### src/rtl/md_hilo_unit.sv
// Multiply/divide unit with architectural HI/LO registers for the EX stage.
// Multiplies complete after MUL_LAT cycles; divides use a 32-step restoring divider plus a sign fixup.
module md_hilo_unit #(
   parameter int unsigned MUL_LAT = 4
) (
   input  logic        clk,
   input  logic        reset,
   input  logic [2:0]  md_func,
   input  logic        md_sign,
   input  logic        hi_rd,
   input  logic        lo_rd,
   input  logic        md_flush,
   input  logic        md_cancel,
   input  logic [31:0] src_a,
   input  logic [31:0] src_b,
   output logic [31:0] hi,
   output logic [31:0] lo,
   output logic        busy,
   output logic        md_stall
);

   typedef enum logic [1:0] {IDLE, MUL, DIV, DFIX} state_t;

   state_t      state_q, state_d;
   logic [4:0]  cnt_q, cnt_d;
   logic [31:0] hi_q, hi_d, lo_q, lo_d;
   logic [63:0] prod_q, prod_d;
   logic [31:0] rem_q, rem_d, quo_q, quo_d, dvs_q, dvs_d;
   logic        qneg_q, qneg_d, rneg_q, rneg_d;

   logic        func_vld, accept;
   logic [63:0] mul_a, mul_b;
   logic [31:0] abs_a, abs_b;
   logic [32:0] div_sh, div_sub;
   logic [31:0] q_fix, r_fix;

   always_ff @(posedge clk or posedge reset) begin
      if (reset) begin
         state_q <= IDLE;
         cnt_q   <= '0;
         hi_q    <= '0;
         lo_q    <= '0;
         prod_q  <= '0;
         rem_q   <= '0;
         quo_q   <= '0;
         dvs_q   <= '0;
         qneg_q  <= 1'b0;
         rneg_q  <= 1'b0;
      end else begin
         state_q <= state_d;
         cnt_q   <= cnt_d;
         hi_q    <= hi_d;
         lo_q    <= lo_d;
         prod_q  <= prod_d;
         rem_q   <= rem_d;
         quo_q   <= quo_d;
         dvs_q   <= dvs_d;
         qneg_q  <= qneg_d;
         rneg_q  <= rneg_d;
      end
   end

   always_comb begin
      func_vld = (md_func != 3'd0) && (md_func <= 3'd4);
      accept   = (state_q == IDLE) && func_vld && !md_flush && !md_cancel;

      // Sign/zero extension to 64 bits lets one truncated multiply serve mult and multu.
      mul_a = {{32{md_sign & src_a[31]}}, src_a};
      mul_b = {{32{md_sign & src_b[31]}}, src_b};
      abs_a = (md_sign && src_a[31]) ? (~src_a + 32'd1) : src_a;
      abs_b = (md_sign && src_b[31]) ? (~src_b + 32'd1) : src_b;

      // Borrow out of the 33-bit subtract means the shifted remainder is below the divisor.
      div_sh  = {rem_q, quo_q[31]};
      div_sub = div_sh - {1'b0, dvs_q};
      q_fix   = qneg_q ? (~quo_q + 32'd1) : quo_q;
      r_fix   = rneg_q ? (~rem_q + 32'd1) : rem_q;

      state_d = state_q;
      cnt_d   = cnt_q;
      hi_d    = hi_q;
      lo_d    = lo_q;
      prod_d  = prod_q;
      rem_d   = rem_q;
      quo_d   = quo_q;
      dvs_d   = dvs_q;
      qneg_d  = qneg_q;
      rneg_d  = rneg_q;

      case (state_q)
         IDLE: begin
            if (accept) begin
               case (md_func)
                  3'd1: hi_d = src_a;
                  3'd2: lo_d = src_a;
                  3'd3: begin
                     prod_d  = mul_a * mul_b;
                     cnt_d   = 5'(MUL_LAT - 1);
                     state_d = MUL;
                  end
                  3'd4: begin
                     if (src_b != '0) begin
                        rem_d   = '0;
                        quo_d   = abs_a;
                        dvs_d   = abs_b;
                        qneg_d  = md_sign & (src_a[31] ^ src_b[31]);
                        rneg_d  = md_sign & src_a[31];
                        cnt_d   = 5'd31;
                        state_d = DIV;
                     end
                  end
                  default: ;
               endcase
            end
         end
         MUL: begin
            if (md_cancel) begin
               cnt_d   = '0;
               state_d = IDLE;
            end else if (cnt_q == '0) begin
               hi_d    = prod_q[63:32];
               lo_d    = prod_q[31:0];
               state_d = IDLE;
            end else begin
               cnt_d = cnt_q - 5'd1;
            end
         end
         DIV: begin
            if (md_cancel) begin
               cnt_d   = '0;
               state_d = IDLE;
            end else begin
               if (!div_sub[32]) begin
                  rem_d = div_sub[31:0];
                  quo_d = {quo_q[30:0], 1'b1};
               end else begin
                  rem_d = div_sh[31:0];
                  quo_d = {quo_q[30:0], 1'b0};
               end
               if (cnt_q == '0) state_d = DFIX;
               else             cnt_d   = cnt_q - 5'd1;
            end
         end
         DFIX: begin
            if (!md_cancel) begin
               lo_d = q_fix;
               hi_d = r_fix;
            end
            cnt_d   = '0;
            state_d = IDLE;
         end
         default: state_d = IDLE;
      endcase
   end

   assign hi       = hi_q;
   assign lo       = lo_q;
   assign busy     = (state_q != IDLE);
   assign md_stall = busy & (func_vld | hi_rd | lo_rd);

endmodule
### config.mk
export PLATFORM = sky130hd
export DESIGN_NAME = md_hilo_unit
export DESIGN_NICKNAME = d
export VERILOG_FILES = /design/src/rtl/md_hilo_unit.sv
export SDC_FILE = /design/constraint.sdc
export NUM_CORES = 2
export LEC_CHECK = 0
export BUFFER_PORTS_ARGS = -buffer_cell sky130_fd_sc_hd__buf_2
export CAP_MARGIN = 5
export CELL_PAD_IN_SITES_DETAIL_PLACEMENT = 0
export CELL_PAD_IN_SITES_GLOBAL_PLACEMENT = 2
export CORE_UTILIZATION = 25
export DETAILED_ROUTE_END_ITERATION = 10
export PLACE_DENSITY_LB_ADDON = 0.25
export REMOVE_ABC_BUFFERS = 1
export SYNTH_ARGS = -nofsm -noshare
export SYNTH_HDL_FRONTEND = slang
export SYNTH_SLANG_ARGS = --single-unit
### constraint.sdc
create_clock -name clk -period 8.3 [get_ports clk]
set_input_delay 0.415 -clock clk [delete_from_list [all_inputs] [get_ports clk]]
set_output_delay 0.415 -clock clk [all_outputs]
set_load 0.05 [all_outputs]
==> impl_results.md <==
- GR peak layer: met2
- Max Freq: 0.1308 GHz
- Relative slew slack: 27.83%
- Layout cells sized above 1: 9.817%
- Worst-margin pin slew: 1.083 ns
- Max H-tree Level: 1
- Clk Latency, worst-skew pair: 0.59 ns
- Cells after Synth: 5900
- Port bufs: 139
- Synth Warn #: 0
- Pin count of the biggest net entering global routing: 152
- Initial Util: 25.27%
- Filler cells: 22278
- Postcts setup bufs: 0
- Wire length of the first global-routing pass: 299.8 mm
- #FFs+latches synth: 233
- Largest family of logic cells by synthesized area: adder cells
- R2r setup slk: 4.07 ns
- Routed WL per cell: 22.35 microns
- M3 GR Usage: 1.201%
- Placement Rows: 167
- Register area share after synthesis: 11.10%
- # hold bufs at CTS: 1
- Critical Path AT: 8.14 ns
- Setup Skew: 0.01278 ns
- # IOs: 140
- Ys flop type: dfrtp_1
- Hold path endpoint: state_q[0]
- P&R area growth vs syn: 13.14%
- Post-synthesis simple-gate area fraction: 15.84%
- Final #Nets: 7500
- Unrepaired setup endpoints after global routing: no
- Vert. Die Dim: 460.5 microns
- Yosys cell types: 89
- Post-Route WL: 197.9 mm
- Number of synthesized flops with an enable pin: 0
- Final hold violation count: 0
- Core Area: 0.2079 sq mm
- Status: completed
- Pre-antenna DRT Iters: 5
- Antenna Nets Post-Route: 0
- Multi-input gate area: 0.04106 sq mm
- Drt drc: 0
- Setup TNS: 0 ns
- Ys async rst share: 100.0%
- Via Count: 40191
- CTS tree: done
- Fraction of synthesized area in multiplexers: 0.1619%
- CTS Sinks: 233
- Post-synthesis compound-gate area fraction: 9.527%
- Period minus WS final: 7.647 ns
- Post-synthesis cell area: 0.05255 sq mm
- CP Class: input pin to flip-flop
- Pins Over Slew Limit: 0
- Worst hold-check path type: input pin to flip-flop
- Req. time, crit path: 8.79 ns
- CTS root buf: clkbuf_16
- Clock tree buffer depth: 3
- Critical Path Start Type: input pin
- Initial antenna violation count: 12
- Gpl congestion: 0.8659
- Final Util: 28.60%
- HP Start: md_cancel
- Hold-critical path depth: 5
- Met2 usage: 32.47%
- DIE AREA: 0.2120 sq mm
- Worst r2r path cells: 15
- Critical R2R Launch: quo_q[31]
- Post-CTS sizing: 0
- Setup-failing EPs final: 0
- CTS clk-pin slew, worst paths: 0.06 ns
- Reg area: 0.005831 sq mm
- Mapped Avg Cell Area: 8.906 sq um
- Vias in the first global route: 43936
- Final HPWL DP: 167.5 mm
- Commonest non-fill, non-tap cell in the layout: fa_1
- Total GRT Usage: 19.02%
- RR Endpoint: rem_q[26]
- Most frequent cells in the layout: fa_1 (1126), inv_1 (1122), nand2_1 (1018)
- GR Layer Usage met1: 26.65%
- Vias per cell: 4.538
- MaxCap Viol Count: 0
- Xor-xnor portion of the synthesized cell area: 3.467%
- Worst Path Max Fanout: 21
- Die X: 460.5 microns
- Final period util: 92.14%
- Drt first-iter violations: 2191
- Worst setup EP type: flip-flop
- Grt ovf: 0
- Cts bufs inserted: 29
- Adder-cell area share of the yosys netlist: 48.99%
==> worst max-delay path, cell delays in order <==
cell	delay (ns)
buf_2	0.26
buf_4	0.21
buf_4	0.33
nand2_1	0.13
fa_1	0.49
fa_1	0.50
inv_1	0.06
fa_1	0.53
inv_1	0.05
fa_1	0.50
fa_1	0.54
inv_1	0.05
fa_1	0.48
fa_1	0.50
inv_1	0.05
fa_1	0.48
inv_1	0.05
ha_1	0.31
a21oi_1	0.29
o21ai_0	0.21
a21oi_1	0.21
o221ai_1	0.20
a21oi_1	0.31
and2_1	0.22
o221ai_1	0.16
o311a_1	0.38
o31ai_1	0.21
==> synthesized netlist by cell type, drive strengths merged (5+ instances only) <==
cell type	count	area share, %
fa	1126	43
inv	1124	8.0
nand2	1019	7.3
and2	357	4.3
clkbuf	292	2.1
o21ai	258	2.5
ha	256	6.1
dfrtp	233	11
a21oi	193	1.8
nor2	144	1.0
xnor2	132	2.2
buf	93	0.80
xor2	76	1.3
a21o	53	0.76
nand4	50	0.61
a22o	45	0.75
o31ai	40	0.60
nand3	35	0.33
nor3	33	0.34
and3	27	0.32
o311ai	26	0.50
or3	23	0.27
nand2b	22	0.26
a221oi	20	0.33
o21bai	20	0.29
nor2b	17	0.20
or4	16	0.24
nor4	15	0.24
a211oi	14	0.22
o21a	13	0.19
o41ai	13	0.23
o211ai	11	0.18
a31oi	9	0.11
o31a	7	0.12
a211o	6	0.10
o2111ai	6	0.10
or2	6	0.071
nor3b	5	0.071
==> metrics by stage <==
| stage | hold slack [ns] | cells | instance area, sq um | setup slack [ns] |
|---|---|---|---|---|
| finish | 0.4008 | 8857 | 59450 | 0.6525 |
| global route | 0.4240 | 8850 | 59430 | 0.3208 |
| CTS | 0.3625 | 8849 | 59430 | 0.6554 |
| detailed placement | 0.4636 | 8800 | 58460 | 0.01792 |
| global placement | 0.4557 | 8800 | 58460 | 0.04326 |
| floorplan | 0.4460 | 5515 | 51030 | 0.1122 |
==> sequential cells by signal, summed over array words and instances, names as in the netlist <==
register and cells:
prod_q 64, dvs_q 32, hi 32, lo 32, quo_q 32, rem_q 32
cnt_q 5, state_q 2, qneg_q 1, rneg_q 1
==> how the worst max path moves through the flow <==
stage,cells after the start,start,end
3_5_place_dp,27,src_a[18],prod_q[58]
4_1_cts,29,src_a[8],prod_q[57]
5_1_grt,27,src_a[18],prod_q[58]
6_report,27,src_a[18],prod_q[58]
3_3_place_gp,29,src_a[8],prod_q[57]
2_1_floorplan,25,md_sign,prod_q[60]
==> cells by family after synthesis <==
group	count (synthesis)
adders and majority gates	1382
buffers and inverters	1509
AOI/OAI and AO/OA	775
DFF	233
and+or+nand+nor	1785
muxes	8
xor gates and xnor gates	208
==> metal layers <==
layer	vias to the layer above	share of wire, %
met4	0	1.8
met3	102	2.9
li1	18282	-
met5	-	0
met2	594	48
met1	21213	47
==> area by class of cell <==
class,instances,area share (%)
clock buffers,38,1.362
inverters,1124,7.109
well taps,2788,5.868
multi-input cells,4158,69.07
flip-flops and latches,233,9.807
repair buffers,498,6.486
clock inverters,10,0.2631
diodes,8,0.03367
Power is not shown: default switching activity piles up to over one toggle a cycle in this logic, so the estimate is an artifact.
